<file path="config.mk">
export PLATFORM = sky130hd
export DESIGN_NAME = seq_mul
export DESIGN_NICKNAME = d
export VERILOG_FILES = /design/src/rtl/seq_mul.sv
export SDC_FILE = /design/constraint.sdc
export NUM_CORES = 1
export LEC_CHECK = 0
export ABC_AREA = 0
export CELL_PAD_IN_SITES_DETAIL_PLACEMENT = 2
export CELL_PAD_IN_SITES_GLOBAL_PLACEMENT = 2
export CORE_ASPECT_RATIO = 2
export CORE_UTILIZATION = 35
export DETAILED_ROUTE_END_ITERATION = 12
export HOLD_SLACK_MARGIN = 0.12
export PLACE_DENSITY = 0.88
export SLEW_MARGIN = 0
export SYNTH_ARGS = -nofsm -noshare
export SYNTH_HDL_FRONTEND = slang
export SYNTH_SLANG_ARGS = --single-unit
</file>
<file path="constraint.sdc">
create_clock -name clk -period 5.76 [get_ports clk]
set_input_delay 1.152 -clock clk [delete_from_list [all_inputs] [get_ports clk]]
set_output_delay 1.152 -clock clk [all_outputs]
set_load 0.02 [all_outputs]
</file>
<file path="src/rtl/seq_mul.sv">
// seq_mul: multi-cycle shift-add multiplier, unsigned or two's-complement
// signed per transaction. One product every WIDTH+2 cycles at best.
//
// Handshake rules (both sides): a transfer happens on a rising clk edge where
// valid and ready are both high. in_ready is high only in IDLE; out_valid is
// high only in DONE and, once raised, holds with p stable until out_ready.
//
// Ports:
//   clk          system clock, rising edge
//   rst          synchronous, active-high reset
//   in_valid     a, b, signed_mode valid this cycle
//   in_ready     block can accept operands (IDLE only)
//   a, b         WIDTH-bit multiplicand / multiplier
//   signed_mode  1 = two's complement operands, 0 = unsigned
//   out_valid    p is valid, held until consumed
//   out_ready    consumer accepts p
//   p            2*WIDTH-bit product
//   state_dbg    current FSM state, for observation only
module seq_mul #(
   parameter  int WIDTH = 8,
   localparam int CNT_W = $clog2(WIDTH + 1)
) (
   input  logic                 clk,
   input  logic                 rst,
   input  logic                 in_valid,
   output logic                 in_ready,
   input  logic [WIDTH-1:0]     a,
   input  logic [WIDTH-1:0]     b,
   input  logic                 signed_mode,
   output logic                 out_valid,
   input  logic                 out_ready,
   output logic [2*WIDTH-1:0]   p,
   output logic [1:0]           state_dbg
);

   typedef enum logic [1:0] {
      IDLE = 2'd0,
      BUSY = 2'd1,
      DONE = 2'd2
   } state_t;

   state_t               state;
   logic [2*WIDTH-1:0]   ma_sh;   // multiplicand magnitude, pre-shifted by k
   logic [WIDTH-1:0]     mb;      // multiplier magnitude, consumed LSB first
   logic [2*WIDTH-1:0]   acc;
   logic [CNT_W-1:0]     cnt;
   logic                 neg;

   logic [WIDTH-1:0]     a_mag;
   logic [WIDTH-1:0]     b_mag;
   logic [2*WIDTH-1:0]   acc_sum;
   logic                 last_iter;

   // The magnitude of the most negative value is 2^(WIDTH-1), which still
   // fits in WIDTH unsigned bits, so negation here never loses information.
   always_comb begin
      a_mag = a;
      b_mag = b;
      if (signed_mode && a[WIDTH-1]) a_mag = -a;
      if (signed_mode && b[WIDTH-1]) b_mag = -b;
   end

   assign acc_sum   = mb[0] ? (acc + ma_sh) : acc;
   assign last_iter = (cnt == CNT_W'(WIDTH - 1));
   assign state_dbg = state;

   always_ff @(posedge clk) begin
      if (rst) begin
         state     <= IDLE;
         ma_sh     <= '0;
         mb        <= '0;
         acc       <= '0;
         cnt       <= '0;
         neg       <= 1'b0;
         p         <= '0;
         in_ready  <= 1'b1;
         out_valid <= 1'b0;
      end else begin
         case (state)
            IDLE: begin
               if (in_valid) begin
                  ma_sh    <= {{WIDTH{1'b0}}, a_mag};
                  mb       <= b_mag;
                  neg      <= signed_mode & (a[WIDTH-1] ^ b[WIDTH-1]);
                  acc      <= '0;
                  cnt      <= '0;
                  in_ready <= 1'b0;
                  state    <= BUSY;
               end
            end
            BUSY: begin
               acc   <= acc_sum;
               ma_sh <= ma_sh << 1;
               mb    <= mb >> 1;
               cnt   <= cnt + CNT_W'(1);
               // The final iteration's sum goes straight to p, so the result
               // is visible exactly WIDTH edges after the accept edge.
               if (last_iter) begin
                  p         <= neg ? -acc_sum : acc_sum;
                  out_valid <= 1'b1;
                  state     <= DONE;
               end
            end
            DONE: begin
               // Input handshake cannot complete here: in_ready is low until
               // the edge that returns to IDLE.
               if (out_ready) begin
                  out_valid <= 1'b0;
                  in_ready  <= 1'b1;
                  state     <= IDLE;
               end
            end
            default: begin
               out_valid <= 1'b0;
               in_ready  <= 1'b1;
               state     <= IDLE;
            end
         endcase
      end
   end

endmodule

</file>
==> results of run 1 <==
[registers in the layout, indices dropped and copies added (netlist names)]
signal / flops
acc: 16
ma_sh: 16
p: 16
mb: 8
cnt: 4
state_dbg: 2
in_ready: 1
neg: 1
out_valid: 1
[how the worst max path moves through the flow]
| stage | cells past startpoint | to | slack [ns] |
|---|---|---|---|
| 5_1_grt | 9 | p[13] | 2.13 |
| 4_1_cts | 10 | p[13] | 2.29 |
| 6_report | 10 | p[14] | 2.32 |
| 3_5_place_dp | 10 | p[13] | 2.42 |
| 3_3_place_gp | 10 | p[14] | 2.55 |
| 2_1_floorplan | 10 | p[14] | 2.80 |
[layout make-up]
type                            count  share of cell area [%]
Clock buffer                        9                    4.43
Clock inverter                      7                    1.53
Inverter                           16                    1.18
Multi-Input combinational cell    446                    54.9
Sequential cell                    65                    25.6
Tap cell                          145                    3.57
Timing Repair Buffer               47                    8.82
[through the flow]
| step | cell area [µm²] | setup WS (ns) | util (%) | cells |
|---|---|---|---|---|
| after floorplan | 4270 | 2.80 | - | 559 |
| after global placement | 4780 | 2.55 | 40.6 | 719 |
| after detailed placement | 4780 | 2.42 | 40.6 | 719 |
| after CTS | 5080 | 2.29 | 43.2 | 735 |
| after global routing | 5080 | 2.13 | 43.2 | 735 |
| final | 5080 | 2.32 | 43.2 | 735 |
[critical path, cell delays in order, from the launching register on]
cell and delay (ns):
dfxtp_1 0.33, ha_1 0.25, fa_1 0.47, a211oi_4 0.38, o21ai_0 0.30, a21oi_1 0.27
o21ai_0 0.11, a31oi_1 0.66, and3_1 0.28, o31ai_1 0.07, and3_1 0.20
[per-layer routing]
layer  vias to the layer above  track usage, %  wire length [µm]
met5                         -               0                 0
met4                         0            19.8              1100
met3                        62            3.40               370
met2                        99            54.0              9460
met1                      2224            25.3              5510
li1                       2101               -                 -
[synth_stat cells (all sizes together), types with 5 or more instances]
cell type | n | area [µm²]
nand3 | 34 | 170
a22oi | 14 | 105
a31oi | 8 | 50.1
o21ai | 30 | 150
o31ai | 5 | 37.5
mux2i | 7 | 70.1
and3 | 6 | 37.5
xnor2 | 9 | 78.8
or3 | 7 | 43.8
ha | 19 | 238
a21oi | 63 | 315
dfxtp | 65 | 1300
inv | 16 | 60.1
nand2 | 71 | 267
a2111oi | 5 | 43.8
a211oi | 7 | 77.6
nand2b | 9 | 56.3
buf | 7 | 30.0
clkbuf | 25 | 93.8
a221oi | 7 | 61.3
nor3 | 21 | 133
o211ai | 8 | 70.1
nor2 | 50 | 188
xor2 | 11 | 96.3
[cells by family (layout without fill, tap and decap cells)]
group | after synthesis | in the layout | share of synthesized area (%)
xor gates and xnor gates | 20 | 20 | 4.10
DFF | 65 | 65 | 30.5
buffers and inverters | 48 | 79 | 4.31
and+or+nand+nor | 224 | 224 | 26.1
AOI/OAI and AO/OA | 174 | 174 | 27.0
muxes | 8 | 8 | 1.90
adders and majority gates | 20 | 20 | 6.04
[where the power goes]
part           leakage (nW)  total [mW]  switching (mW)  internal (mW)
combinational          1.18       0.168           0.107         0.0610
clock                 0.146       0.568           0.230          0.339
sequential            0.527       0.473          0.0122          0.461
==> flow_summary.toml, run 1 <==
[final_layout]
drive_gt1_share_pct = 7.46
multiInputGateArea_mm2 = 0.00279
register_area_mm2 = 0.00130
final_cell_mix = "71 x nand2_1, 65 x dfxtp_1, 63 x a21oi_1, 50 x nor2_1, 39 x clkdlybuf4s50_1"
finalNetCount = 626
synthToLayoutAreaGrowth_pct = 19.0
fillers = 1345
final_common_cell = "nand2_1"
n_antenna_cell = 0

[clock_tree]
cts_setup_buffers = 0
numCtsBuffers = 9
cts_tree = "done"
htree_levels = 3
clock_path_buffers = 2
path_clk_slew_ns = 0.06
ctsResizeCount = 0
postCtsHoldBufs = 0
root_buffer = "clkbuf_16"
cts_sinks = 65
clk_latency_ns = 0.34

[sta]
layout_min_cycle_time_ns = 3.44
fmax_mhz = 290
drv_slew = 0
holdWs_ns = 0.455
worst_pin_slew_ns = 1.15
rsz0062_at_grt = "no"
tns_ns = 0
setup_viol = 0
hold_viol = 0
fin_crit_sh_pct = 59.8
finClkSkew_ns = 0.00705
timing.slew.headroom_pct = 22.9

[floorplanning]
initial_core_util_pct = 36.3
dieHeight_um = 158
fp.dieArea_mm2 = 0.0127
ios = 41
die_w_um = 80.1
core_mm2 = 0.0118
rows = 56

[global_route]
grt_max_degree = 63
grt_overflow = 0
grt_pass1_vias = 5037
grt_pass1_wl_um = 26200
grt_usage_pct = 27.7
antenna_found_initial = 0

[logic_synthesis]
synth-main-ff-cell = "dfxtp_1"
syn_avg_cell_area_um2 = 7.64
syn_area_mm2 = 0.00427
synth_nets = 600
syn_inst = 559
ys_ff_latch = 65
synth_warnings = 0
async_flop_share_pct = 0
ys_seq_area_share_pct = 30.5
yosysUniqueCellTypes = 65
synth_edf_count = 0

[setup_path]
r2r_end = "p[14]"
cp-start-kind = "flip-flop"
end_kind = "flip-flop"
r2r_start = "ma_sh[0]"
crit_type = "reg -> reg"
cp.required_ns = 5.99
worstPathArrival_ns = 3.67
reg2reg_depth = 10
rrSetupSlack_ns = 2.32
cp_max_fo = 7
cp-startpoint = "ma_sh[0]"

[power_and_ir_drop]
leakage_nw = 1.85
p_per_area_mw_per_mm2 = 238
report.power.total_mw = 1.21
vdd_drop_max_mv = 0.138

[placement]
place_congestion = 0.898
hpwl_um = 11700
io_buffer_count = 40

[drt]
drc = 0
ant_nets = 0
drtIter0Drc = 152
first_pass_iters = 4
vias_per_cell = 6.10
wl_um = 16400
routed-via-count = 4486
wl_per_cell_um = 22.4

[run]
cap_violations = 0

[min_path]
holdCritStartpoint = "p[5]"
min_to = "p[5]"
worstHoldPathCells = 2
min_path_type = "reg -> reg"

[status]
status = "completed"
Note: power is estimated with default switching activity, not from simulation.
==> inputs of run 2 (changes only) <==
--- a/config.mk
+++ b/config.mk
@@ -9,10 +9,10 @@
 export CELL_PAD_IN_SITES_DETAIL_PLACEMENT = 2
 export CELL_PAD_IN_SITES_GLOBAL_PLACEMENT = 2
 export CORE_ASPECT_RATIO = 2
-export CORE_UTILIZATION = 35
+export CORE_UTILIZATION = 34
 export DETAILED_ROUTE_END_ITERATION = 12
 export HOLD_SLACK_MARGIN = 0.12
-export PLACE_DENSITY = 0.88
+export PLACE_DENSITY = 0.86
 export SLEW_MARGIN = 0
 export SYNTH_ARGS = -nofsm -noshare
 export SYNTH_HDL_FRONTEND = slang
==> constraint.sdc (replaced) <==
create_clock -name clk -period 3.37 [get_ports clk]
set_input_delay 0.674 -clock clk [delete_from_list [all_inputs] [get_ports clk]]
set_output_delay 0.674 -clock clk [all_outputs]
set_load 0.02 [all_outputs]
==> flow_summary.toml, run 2 (synthesis results as in run 1) <==
[status]
status = "completed"

[setup_path]
cp-start-kind = "flip-flop"
worstPathArrival_ns = 3.57
cp.required_ns = 3.63
end_kind = "flip-flop"
cp_max_fo = 7
crit_type = "reg -> reg"
r2r_start = "ma_sh[0]"
reg2reg_depth = 10
cp-startpoint = "ma_sh[0]"
rrSetupSlack_ns = 0.06

[min_path]
holdCritStartpoint = "p[9]"
worstHoldPathCells = 2
min_path_type = "reg -> reg"

[final_layout]
reg_top3 = "acc x16, ma_sh x16, p x16"
n_antenna_cell = 0
synthToLayoutAreaGrowth_pct = 22.2
final_area_mm2 = 0.00522
fillers = 1376
multiInputGateArea_mm2 = 0.00281
drive_gt1_share_pct = 10.4
finalNetCount = 641
register_area_mm2 = 0.00130
final_cell_mix = "71 x nand2_1, 65 x dfxtp_1, 63 x a21oi_1, 50 x nor2_1, 39 x clkdlybuf4s50_1"
final_common_cell = "nand2_1"
postLayoutCoreUtil_pct = 42.8

[power_and_ir_drop]
leakage_nw = 1.93
report.power.total_mw = 2.10
p_per_area_mw_per_mm2 = 403
vdd_drop_max_mv = 0.413

[placement]
hpwl_um = 12400
io_buffer_count = 40
place_congestion = 0.884
placed_area_mm2 = 0.00489
post-place-ws_ns = -0.0619

[sta]
fmax_mhz = 302
hold_viol = 0
timing.slew.headroom_pct = 42.5
layout_min_cycle_time_ns = 3.31
holdWs_ns = 0.458
drv_slew = 0
finClkSkew_ns = 0.00896
worst_pin_slew_ns = 0.862
setup_viol = 0
final.setup.worst_slack_ns = 0.0596
fin_crit_sh_pct = 98.2

[global_route]
grt_max_degree = 62
grt_usage_pct = 28.1
grt_pass1_vias = 5095
antenna_found_initial = 0
grt_pass1_wl_um = 27200
grt_overflow = 0

[floorplanning]
initial_core_util_pct = 35.0
core_mm2 = 0.0122
ios = 41
rows = 57
dieHeight_um = 160
fp.dieArea_mm2 = 0.0130
die_w_um = 81.2

[clock_tree]
root_buffer = "clkbuf_16"
numCtsBuffers = 9
htree_levels = 3
path_clk_slew_ns = 0.06
clock_path_buffers = 2
cts_sinks = 65
cts_tree = "done"
clk_latency_ns = 0.35

[drt]
drtIter0Drc = 152
wl_per_cell_um = 22.7
routed-via-count = 4566
vias_per_cell = 6.07
drc = 0
wl_um = 17100
first_pass_iters = 4
ant_nets = 0

[run]
cap_violations = 0
-- run 2: worst max-delay path, stage by stage, from the launching register on --
cell and delay, ns:
dfxtp_1 0.32, ha_1 0.26, fa_2 0.40, a211oi_4 0.43
nor3_2 0.12, nor3_4 0.30, o211ai_1 0.21, or4_4 0.61
o21ai_1 0.22, xor2_1 0.10, a211oi_1 0.26
-- run 2: path summary, 6_finish.rpt --
kind	endpoint
max	p[11]
min	p[9]
max reg2reg	p[11]
min reg2reg	p[9]
-- run 2: final cells by class --
cell class	count	share of cell area (%)
tap	147	3.52
clock buffer	9	4.31
sequential	65	24.9
inverter	16	1.15
clock inverter	7	1.49
timing repair buffer	62	10.7
multi-input combinational	446	53.9
-- run 2: power by group --
part | switching, mW | leakage [nW] | internal, mW
clock | 0.405 | 0.146 | 0.579
combinational | 0.190 | 1.25 | 0.118
sequential | 0.0227 | 0.527 | 0.788
total | 0.618 | 1.93 | 1.48
-- run 2: metrics by stage --
step                      std cells  setup TNS [ns]
after floorplan                 559               0
after global placement          735               0
after detailed placement        735         -0.0619
after CTS                       751               0
after global routing            752          -0.123
final                           752               0
-- run 2: layer usage --
metal	track usage [%]	routed length [µm]	vias to the layer above	part of all wire, %
met5	0	0	-	0
met4	21.7	1430	0	8.4
met3	4.43	346	61	2.0
met2	51.2	9440	106	55
met1	26.7	5840	2271	34
li1	-	-	2128	-
-- run 2: repair_timing --
item	CTS	global route
hold endpoints to repair	0	0
resized for setup	2	7
setup endpoints to repair	1	5
hold buffers	0	0
setup buffers	0	1
pin swaps	0	3
==> inputs of run 3 (changes only) <==
--- a/config.mk
+++ b/config.mk
@@ -8,11 +8,12 @@
 export ABC_AREA = 0
 export CELL_PAD_IN_SITES_DETAIL_PLACEMENT = 2
 export CELL_PAD_IN_SITES_GLOBAL_PLACEMENT = 2
-export CORE_ASPECT_RATIO = 2
+export CORE_MARGIN = 2
 export CORE_UTILIZATION = 34
 export DETAILED_ROUTE_END_ITERATION = 12
 export HOLD_SLACK_MARGIN = 0.12
 export PLACE_DENSITY = 0.86
+export SKIP_CTS_REPAIR_TIMING = 1
 export SLEW_MARGIN = 0
 export SYNTH_ARGS = -nofsm -noshare
 export SYNTH_HDL_FRONTEND = slang
==> flow_summary.toml, run 3 (synthesis results as in run 1) <==
[status]
status = "completed"

[setup_path]
cp_max_fo = 7
crit_slowest_cell = "or4_4"
cp_cell_sequence = "ha_2 -> fa_2 -> a211oi_4 -> o21ba_4 -> o221a_2 -> o211ai_2 -> or4_4 -> nor4_2 -> o21ai_1 -> and3_1"
cp.required_ns = 3.60
r2r_start = "ma_sh[0]"
crit_type = "reg -> reg"
worstPathArrival_ns = 3.46
rrSetupSlack_ns = 0.15
slowest_delay_ns = 0.58
reg2reg_depth = 10
cp-start-kind = "flip-flop"
r2r_end = "p[14]"
end_kind = "flip-flop"

[final_layout]
finalNetCount = 635
synthToLayoutAreaGrowth_pct = 21.7
n_antenna_cell = 0
drive_gt1_share_pct = 9.35
final_common_cell = "nand2_1"
reg_top3 = "acc x16, ma_sh x16, p x16"
final_cell_mix = "71 x nand2_1, 65 x dfxtp_1, 63 x a21oi_1, 50 x nor2_1, 39 x clkdlybuf4s50_1"
postLayoutCoreUtil_pct = 42.9

[sta]
fin_crit_sh_pct = 95.6
finClkSkew_ns = 0.0112
fmax_mhz = 310
timing.slew.headroom_pct = 42.5
hold_viol = 0
setup_viol = 0
tns_ns = 0
drv_slew = 0
layout_min_cycle_time_ns = 3.22
rsz0062_at_grt = "no"
worst_pin_slew_ns = 0.841

[clock_tree]
clock_path_buffers = 2
root_buffer = "clkbuf_16"
cts_sinks = 65
path_clk_slew_ns = 0.06
cts_tree = "done"
clk_latency_ns = 0.34
numCtsBuffers = 9
htree_levels = 3

[floorplanning]
dieHeight_um = 116
rows = 40
fp.dieArea_mm2 = 0.0135
die_w_um = 116
ios = 41
core_mm2 = 0.0121
initial_core_util_pct = 35.3

[power_and_ir_drop]
p_sw_share_pct = 28.0
p_per_area_mw_per_mm2 = 400
power.internal_mw = 1.50
report.power.total_mw = 2.08
p_sw_mw = 0.581
vdd_drop_max_mv = 0.294
leakage_nw = 1.89
seq_power_share_pct = 39.1
combPwrFrac_pct = 14.3
p_clk_share_pct = 46.6

[drt]
wl_um = 16500
first_pass_iters = 4
wl_per_cell_um = 21.5
drc = 0
ant_nets = 0
routed-via-count = 4538
drtIter0Drc = 222
vias_per_cell = 5.92

[global_route]
grt_overflow = 0
grt_max_degree = 38
grt_pass1_wl_um = 26500
grt_usage_pct = 25.4
antenna_found_initial = 0
grt_pass1_vias = 5067

[min_path]
worstHoldPathCells = 2
min_path_type = "reg -> reg"
min_to = "mb[2]"
holdCritStartpoint = "mb[3]"

[placement]
place_congestion = 0.852
hpwl_um = 11200
io_buffer_count = 40

[run]
cap_violations = 0
-- run 3: cell count changes in the layout (fill, tap and decap cells not counted), moves of 2 or more --
cell,before,now
buf_4,22,16
o21ai_0,24,26
clkinv_4,2,0
clkbuf_1,0,2
o21ai_1,6,3
-- run 3: final cells by class --
type	count	area (µm²)
fill	1403	6920
multi-input combinational	446	2810
sequential	65	1300
timing repair buffer	56	515
clock buffer	12	246
tap	168	210
inverter	16	60.1
clock inverter	4	51.3
-- run 3: through the flow --
| stage | std cells | hold WS [ns] | setup WS [ns] | instance area, µm² |
|---|---|---|---|---|
| after floorplan | 559 | 0.432 | 0.411 | 4270 |
| after global placement | 746 | 0.443 | 0.234 | 4840 |
| after detailed placement | 746 | 0.453 | 0.0621 | 4840 |
| after CTS | 762 | 0.472 | 0.00171 | 5130 |
| after global routing | 767 | 0.491 | 0.00206 | 5200 |
| final | 767 | 0.471 | 0.147 | 5200 |
-- run 3: how the worst max path moves through the flow --
stage                     cells after the start    end  slack (ns)  startpoint
after floorplan                              10  p[14]        0.41    ma_sh[0]
after global placement                       10  p[11]        0.23    ma_sh[0]
after detailed placement                     10  p[11]        0.06    ma_sh[0]
after CTS                                    10  p[11]       0.002    ma_sh[0]
after global routing                         10  p[15]       0.002    ma_sh[0]
final                                        10  p[14]        0.15    ma_sh[0]
-- run 3: critical path: cells and delay by family, from the launching register on --
| kind | cells | cell delay [ns] |
|---|---|---|
| AO/OA/AOI/OAI | 5 | 1.15 |
| AND/OR/NAND/NOR | 3 | 1.02 |
| adder cells (fa/ha/maj) | 2 | 0.61 |
| flip-flops | 1 | 0.33 |
-- run 3: power groups by stage --
stage / combinational, mW / clock, mW / sequential (mW)
3_3_place_gp: 0.268 / 0 / 0.825
6_report: 0.298 / 0.968 / 0.812
2_1_floorplan: 0.182 / 0 / 0.819
4_1_cts: 0.291 / 0.982 / 0.811
5_1_grt: 0.326 / 1.01 / 0.814
3_5_place_dp: 0.283 / 0 / 0.827
-- run 3: routing by layer --
metal	GRT usage, %	part of all wire (%)	wire, µm	vias to the layer above
met1	28.5	41	6780	2269
met2	47.0	52	8630	110
met4	11.8	3.5	571	0
li1	-	-	-	2117
met3	3.82	3.1	504	42
met5	0	0	0	-
